==> config.mk <==
export PLATFORM = sky130hd
export DESIGN_NAME = ex_operand_stage
export DESIGN_NICKNAME = d
export VERILOG_FILES = /design/src/rtl/ex_operand_stage.sv
export SDC_FILE = /design/constraint.sdc
export NUM_CORES = 1
export LEC_CHECK = 0
export CAP_MARGIN = 20
export CORE_AREA = 2 2 132 134
export CTS_CLUSTER_DIAMETER = 50
export CTS_CLUSTER_SIZE = 25
export DETAILED_ROUTE_END_ITERATION = 8
export DIE_AREA = 0 0 134 136
export HOLD_SLACK_MARGIN = 0.1
export PLACE_DENSITY = 0.69
export SYNTH_ARGS = -nofsm -noshare
export SYNTH_HDL_FRONTEND = slang
export SYNTH_SLANG_ARGS = --single-unit
==> constraint.sdc <==
create_clock -name clk -period 2.1 [get_ports clk]
set_clock_uncertainty 0.1 [all_clocks]
set_input_delay 0.42 -clock clk [delete_from_list [all_inputs] [get_ports clk]]
set_output_delay 0.42 -clock clk [all_outputs]
set_load 0.02 [all_outputs]
==> src/rtl/ex_operand_stage.sv <==
// ID/EX operand register feeding the ALU: resolves operand sources, forwards
// from MEM/WB and interlocks on hazards. Optional feature macro: EX_FORWARD_EN.
`ifndef BITWIDTH
`define BITWIDTH 32
`endif

module ex_operand_stage #(
  parameter int WIDTH = `BITWIDTH
) (
  input  logic             clk,
  input  logic             rst_n,
  input  logic             flush,
  // Handshake: a transfer happens on a rising edge where valid && ready;
  // valid never waits on ready, and a FULL entry holds steady until consumed.
  input  logic             in_valid,
  output logic             in_ready,
  input  logic [4:0]       in_rs1_addr,
  input  logic [4:0]       in_rs2_addr,
  input  logic [WIDTH-1:0] in_rs1_data,
  input  logic [WIDTH-1:0] in_rs2_data,
  input  logic [WIDTH-1:0] in_imm,
  input  logic [WIDTH-1:0] in_pc,
  input  logic             in_use_imm,
  input  logic             in_use_pc,
  input  logic [3:0]       in_alu_op,
  input  logic [4:0]       in_rd_addr,
  input  logic             fwd_mem_we,
  input  logic             fwd_mem_is_load,
  input  logic [4:0]       fwd_mem_rd,
  input  logic [WIDTH-1:0] fwd_mem_data,
  input  logic             fwd_wb_we,
  input  logic [4:0]       fwd_wb_rd,
  input  logic [WIDTH-1:0] fwd_wb_data,
  output logic             out_valid,
  input  logic             out_ready,
  output logic [WIDTH-1:0] alu_a,
  output logic [WIDTH-1:0] alu_b,
  output logic [3:0]       alu_op,
  output logic [4:0]       out_rd_addr,
  output logic [WIDTH-1:0] out_store_data,
  output logic             dbg_state
);

  typedef enum logic {
    ST_EMPTY = 1'b0,
    ST_FULL  = 1'b1
  } state_t;

  state_t           state_q;
  logic [WIDTH-1:0] alu_a_q, alu_a_d;
  logic [WIDTH-1:0] alu_b_q, alu_b_d;
  logic [3:0]       alu_op_q;
  logic [4:0]       rd_addr_q;
  logic [WIDTH-1:0] store_q;
  logic [WIDTH-1:0] rs1_val, rs2_val;
  logic             mem_hit_rs1, mem_hit_rs2;
  logic             wb_hit_rs1, wb_hit_rs2;
  logic             hz;
  logic             capture;

  // Hit terms already exclude x0, so x0 can never pick up forwarded data.
  assign mem_hit_rs1 = fwd_mem_we && (fwd_mem_rd != 5'd0) && (fwd_mem_rd == in_rs1_addr);
  assign mem_hit_rs2 = fwd_mem_we && (fwd_mem_rd != 5'd0) && (fwd_mem_rd == in_rs2_addr);
  assign wb_hit_rs1  = fwd_wb_we  && (fwd_wb_rd  != 5'd0) && (fwd_wb_rd  == in_rs1_addr);
  assign wb_hit_rs2  = fwd_wb_we  && (fwd_wb_rd  != 5'd0) && (fwd_wb_rd  == in_rs2_addr);

`ifdef EX_FORWARD_EN
  always_comb begin
    rs1_val = in_rs1_data;
    if (mem_hit_rs1)     rs1_val = fwd_mem_data;
    else if (wb_hit_rs1) rs1_val = fwd_wb_data;
  end

  always_comb begin
    rs2_val = in_rs2_data;
    if (mem_hit_rs2)     rs2_val = fwd_mem_data;
    else if (wb_hit_rs2) rs2_val = fwd_wb_data;
  end

  // Only a load in MEM cannot be bypassed; its data arrives from WB next cycle.
  assign hz = fwd_mem_is_load && (mem_hit_rs1 || mem_hit_rs2);
`else
  logic unused_fwd;
  assign unused_fwd = ^{fwd_mem_data, fwd_wb_data, fwd_mem_is_load};

  assign rs1_val = in_rs1_data;
  assign rs2_val = in_rs2_data;

  // No bypass paths: wait until the register file itself holds the value.
  assign hz = mem_hit_rs1 || mem_hit_rs2 || wb_hit_rs1 || wb_hit_rs2;
`endif

  assign alu_a_d = in_use_pc  ? in_pc  : rs1_val;
  assign alu_b_d = in_use_imm ? in_imm : rs2_val;

  assign in_ready = ((state_q == ST_EMPTY) || out_ready) && !hz && !flush;
  assign capture  = in_valid && in_ready;

  always_ff @(posedge clk or negedge rst_n) begin
    if (!rst_n) begin
      state_q   <= ST_EMPTY;
      alu_a_q   <= '0;
      alu_b_q   <= '0;
      alu_op_q  <= 4'b0000;
      rd_addr_q <= 5'd0;
      store_q   <= '0;
    end else begin
      case (state_q)
        ST_EMPTY: if (capture) state_q <= ST_FULL;
        ST_FULL:  if (flush || (out_ready && !capture)) state_q <= ST_EMPTY;
        default:  state_q <= ST_EMPTY;
      endcase
      if (capture) begin
        alu_a_q   <= alu_a_d;
        alu_b_q   <= alu_b_d;
        alu_op_q  <= in_alu_op;
        rd_addr_q <= in_rd_addr;
        store_q   <= rs2_val;
      end
    end
  end

  assign out_valid      = (state_q == ST_FULL);
  assign alu_a          = alu_a_q;
  assign alu_b          = alu_b_q;
  assign alu_op         = alu_op_q;
  assign out_rd_addr    = rd_addr_q;
  assign out_store_data = store_q;
  assign dbg_state      = state_q;

endmodule

==> impl_metrics.json <==
{
  "hold_class": "reg -> reg",
  "antenna_found_initial": 0,
  "synth_xor_area_share_pct": 3.53,
  "syn_area_per_cell_um2": 14.8,
  "clkSinkCount": 106,
  "startpoint_type": "input pin",
  "synth_top_family_by_area": "multiplexers",
  "die_w_um": 134,
  "async_reset_ff_share_pct": 100,
  "grt_use_total_pct": 16.9,
  "cts_buffer_depth": 2,
  "tns_ns": -5.39,
  "die-area_um2": 18200,
  "yosys-top-cells-area": "dfrtp_1, mux2_2, mux2_1",
  "cts_made_buffers": 9,
  "routedWlPerCell_um": 18.1,
  "ys_warn_count": 0,
  "ant_nets": 0,
  "relSlewSlack_pct": 79.1,
  "grt_pass1_vias": 4364,
  "powerDensity_nw_per_um2": 835,
  "dr.pass1.iters": 4,
  "worstPathRequired_ns": 2.23,
  "hp-start": "alu_b[8]$_DFFE_PN0P_",
  "yosysUniqueCellTypes": 19,
  "min_period_over_period_pct": 107,
  "end_kind": "register",
  "die_h_um": 136,
  "grt_first_pass_wirelength_mm": 23.8,
  "rsz0062_at_grt": "yes",
  "syn_to_final_growth_pct": 86.6,
  "synth_most_common_cell": "mux2_2",
  "cp_data_arrival_time_ns": 2.38,
  "vias": 3968,
  "place_hpwl_mm": 11.1,
  "htreeDepth": 3,
  "fmax_ghz": 0.445,
  "synth_adder_area_share_pct": 0,
  "grt_max_degree": 51,
  "final_area_um2": 9270,
  "synth_top_area_share_pct": 53.4,
  "synth_area_um2": 4970,
  "viasPerCell": 4.52,
  "drc_errors": 0,
  "numPortBuffers": 273,
  "synth_cells": 335,
  "ys_seq_area_share_pct": 53.4,
  "antennaDiodeCount": 0,
  "fin_ws_ns": -0.146,
  "root_buffer": "clkbuf_16",
  "p_leak_nw": 3.93,
  "synth-simple-area-share_pct": 1.59,
  "reg2reg_to": "alu_b[19]$_DFFE_PN0P_",
  "first_iter_violations": 129,
  "ff2ff_setup_slack_ns": 0,
  "gp_congestion": 0.805,
  "io_pins": 339,
  "synth_edf_count": 0,
  "hold_depth": 1,
  "r2r_start": "dbg_state$_DFF_PN0_",
  "clock_latency_ns": 0.34,
  "synth_fp_nets": 566,
  "min_period_ns": 2.25,
  "core-area_um2": 16900,
  "crit_type": "in -> reg",
  "regArea_um2": 2650,
  "synth_mux_area_share_pct": 38.3,
  "cts_tree": "yes",
  "status": "complete, but fails checks",
  "synthTopCellsByCount": "mux2_2, dfrtp_1, mux2_1",
  "p_total_mw": 7.74,
  "clk_pin_slew_ns": 0.08,
  "num-fill-cells": 1434,
  "fin_nets": 879,
  "ys.flop_type": "dfrtp_1",
  "ys_seq_elements": 106,
  "ff2ff_path_depth": 9,
  "dpl-instance-area_um2": 8210,
  "final_layout_size_suffix_gt1_share_pct": 38.0,
  "vdd_drop_max_mv": 0.448,
  "final_util_pct": 54.9,
  "worstHoldEndpoint": "alu_b[8]$_DFFE_PN0P_",
  "hold_viol": 0,
  "finalWirelength_mm": 15.9,
  "drv_cap": 0,
  "multi_input_area_um2": 2600,
  "failed_checks": "negative setup slack",
  "cp_max_fo": 5,
  "core.rowCount": 48,
  "yosysTopAreaCell": "dfrtp_1",
  "initial_core_util_pct": 29.4,
  "synth-compound-area-share_pct": 0.731,
  "tightest_slew_ns": 0.313,
  "slew_viol_final": 0,
  "grt.overflow.total": 0,
  "setup_viol": 68
}
[metal layers]
| metal | global-route usage (%) | up-vias | routed length [um] |
|---|---|---|---|
| met5 | 0 | - | 0 |
| met4 | 6.68 | 0 | 339 |
| met3 | 3.54 | 22 | 950 |
| met2 | 30.1 | 161 | 8280 |
| met1 | 19.9 | 1955 | 6340 |
| li1 | - | 1830 | - |
[cells in the final DEF, fill, tap and decap left out, types with 2 or more instances in the layout]
cell type / instances
buf_12: 13
buf_16: 5
buf_2: 5
buf_4: 17
buf_6: 7
buf_8: 9
clkbuf_16: 11
clkbuf_2: 2
clkdlybuf4s15_1: 5
clkdlybuf4s15_2: 3
clkdlybuf4s50_1: 251
clkinv_4: 2
dfrtp_1: 106
dlygate4sd2_1: 2
inv_6: 2
mux2_1: 9
mux2_2: 66
mux2_4: 94
nand3_1: 2
nor2_1: 3
nor3_1: 4
o21ai_4: 2
or4_4: 2
xnor2_1: 4
xor2_1: 16
[state kept, by name (all words and copies together), names as in the netlist]
| register | cells |
|---|---|
| alu_op | 4 |
| alu_a | 32 |
| alu_b | 32 |
| out_store_data | 32 |
| dbg_state | 1 |
| out_rd_addr | 5 |
[worst max-delay path by stage]
stage                                       end  slack [ns]      startpoint
final                     alu_b[19]$_DFFE_PN0P_       -0.15    fwd_wb_rd[1]
after global routing                   in_ready       -0.22  in_rs2_addr[2]
after CTS                              in_ready       -0.11    fwd_wb_rd[1]
after detailed placement               in_ready       -0.83   fwd_mem_rd[2]
after global placement                 in_ready       -0.81    fwd_wb_rd[1]
after floorplan            alu_b[0]$_DFFE_PN0P_       -0.21    fwd_wb_rd[1]
[metrics by stage]
step	setup WS (ns)	instances	hold slack (ns)
6_report	-0.146	878	0.388
5_1_grt	-0.219	878	0.403
4_1_cts	-0.113	879	0.391
3_5_place_dp	-0.826	845	0.235
3_3_place_gp	-0.811	845	0.238
2_1_floorplan	-0.206	335	0.0244
[critical path, stage by stage]
cell	delay, ns
buf_6	0.09
or4_4	0.53
o21ai_4	0.16
o21ai_4	0.07
nor3b_4	0.24
buf_6	0.15
buf_12	0.12
buf_12	0.13
clkbuf_16	0.15
mux2_4	0.30
[final cells by class]
cell class,count,area share (%)
repair buffers,322,37.2
flip-flops and latches,106,28.6
multi-input cells,209,28.0
well taps,225,3.04
clock buffers,9,2.43
clock inverters,7,0.688
[timing repair]
action	in CTS	in global routing
endpoints found under the hold margin	20	0
pin swaps	5	5
buffers inserted	10	2
hold buffers	1	0
setup endpoints to repair	106	106
resized for setup	178	26
cloned	7	2
[kinds of logic after synthesis]
| family | Yosys count |
|---|---|
| buf+inv | 20 |
| compound gates | 6 |
| mux | 169 |
| flops | 106 |
| simple gates | 14 |
| xor+xnor | 20 |
[report_power, final]
group / switching, mW / leakage, nW / internal [mW]
clock network: 0.795 / 0.139 / 0.825
logic: 1.34 / 2.55 / 1.97
registers: 0.278 / 1.25 / 2.52
No activity file was read; power rests on OpenSTA's default activity.
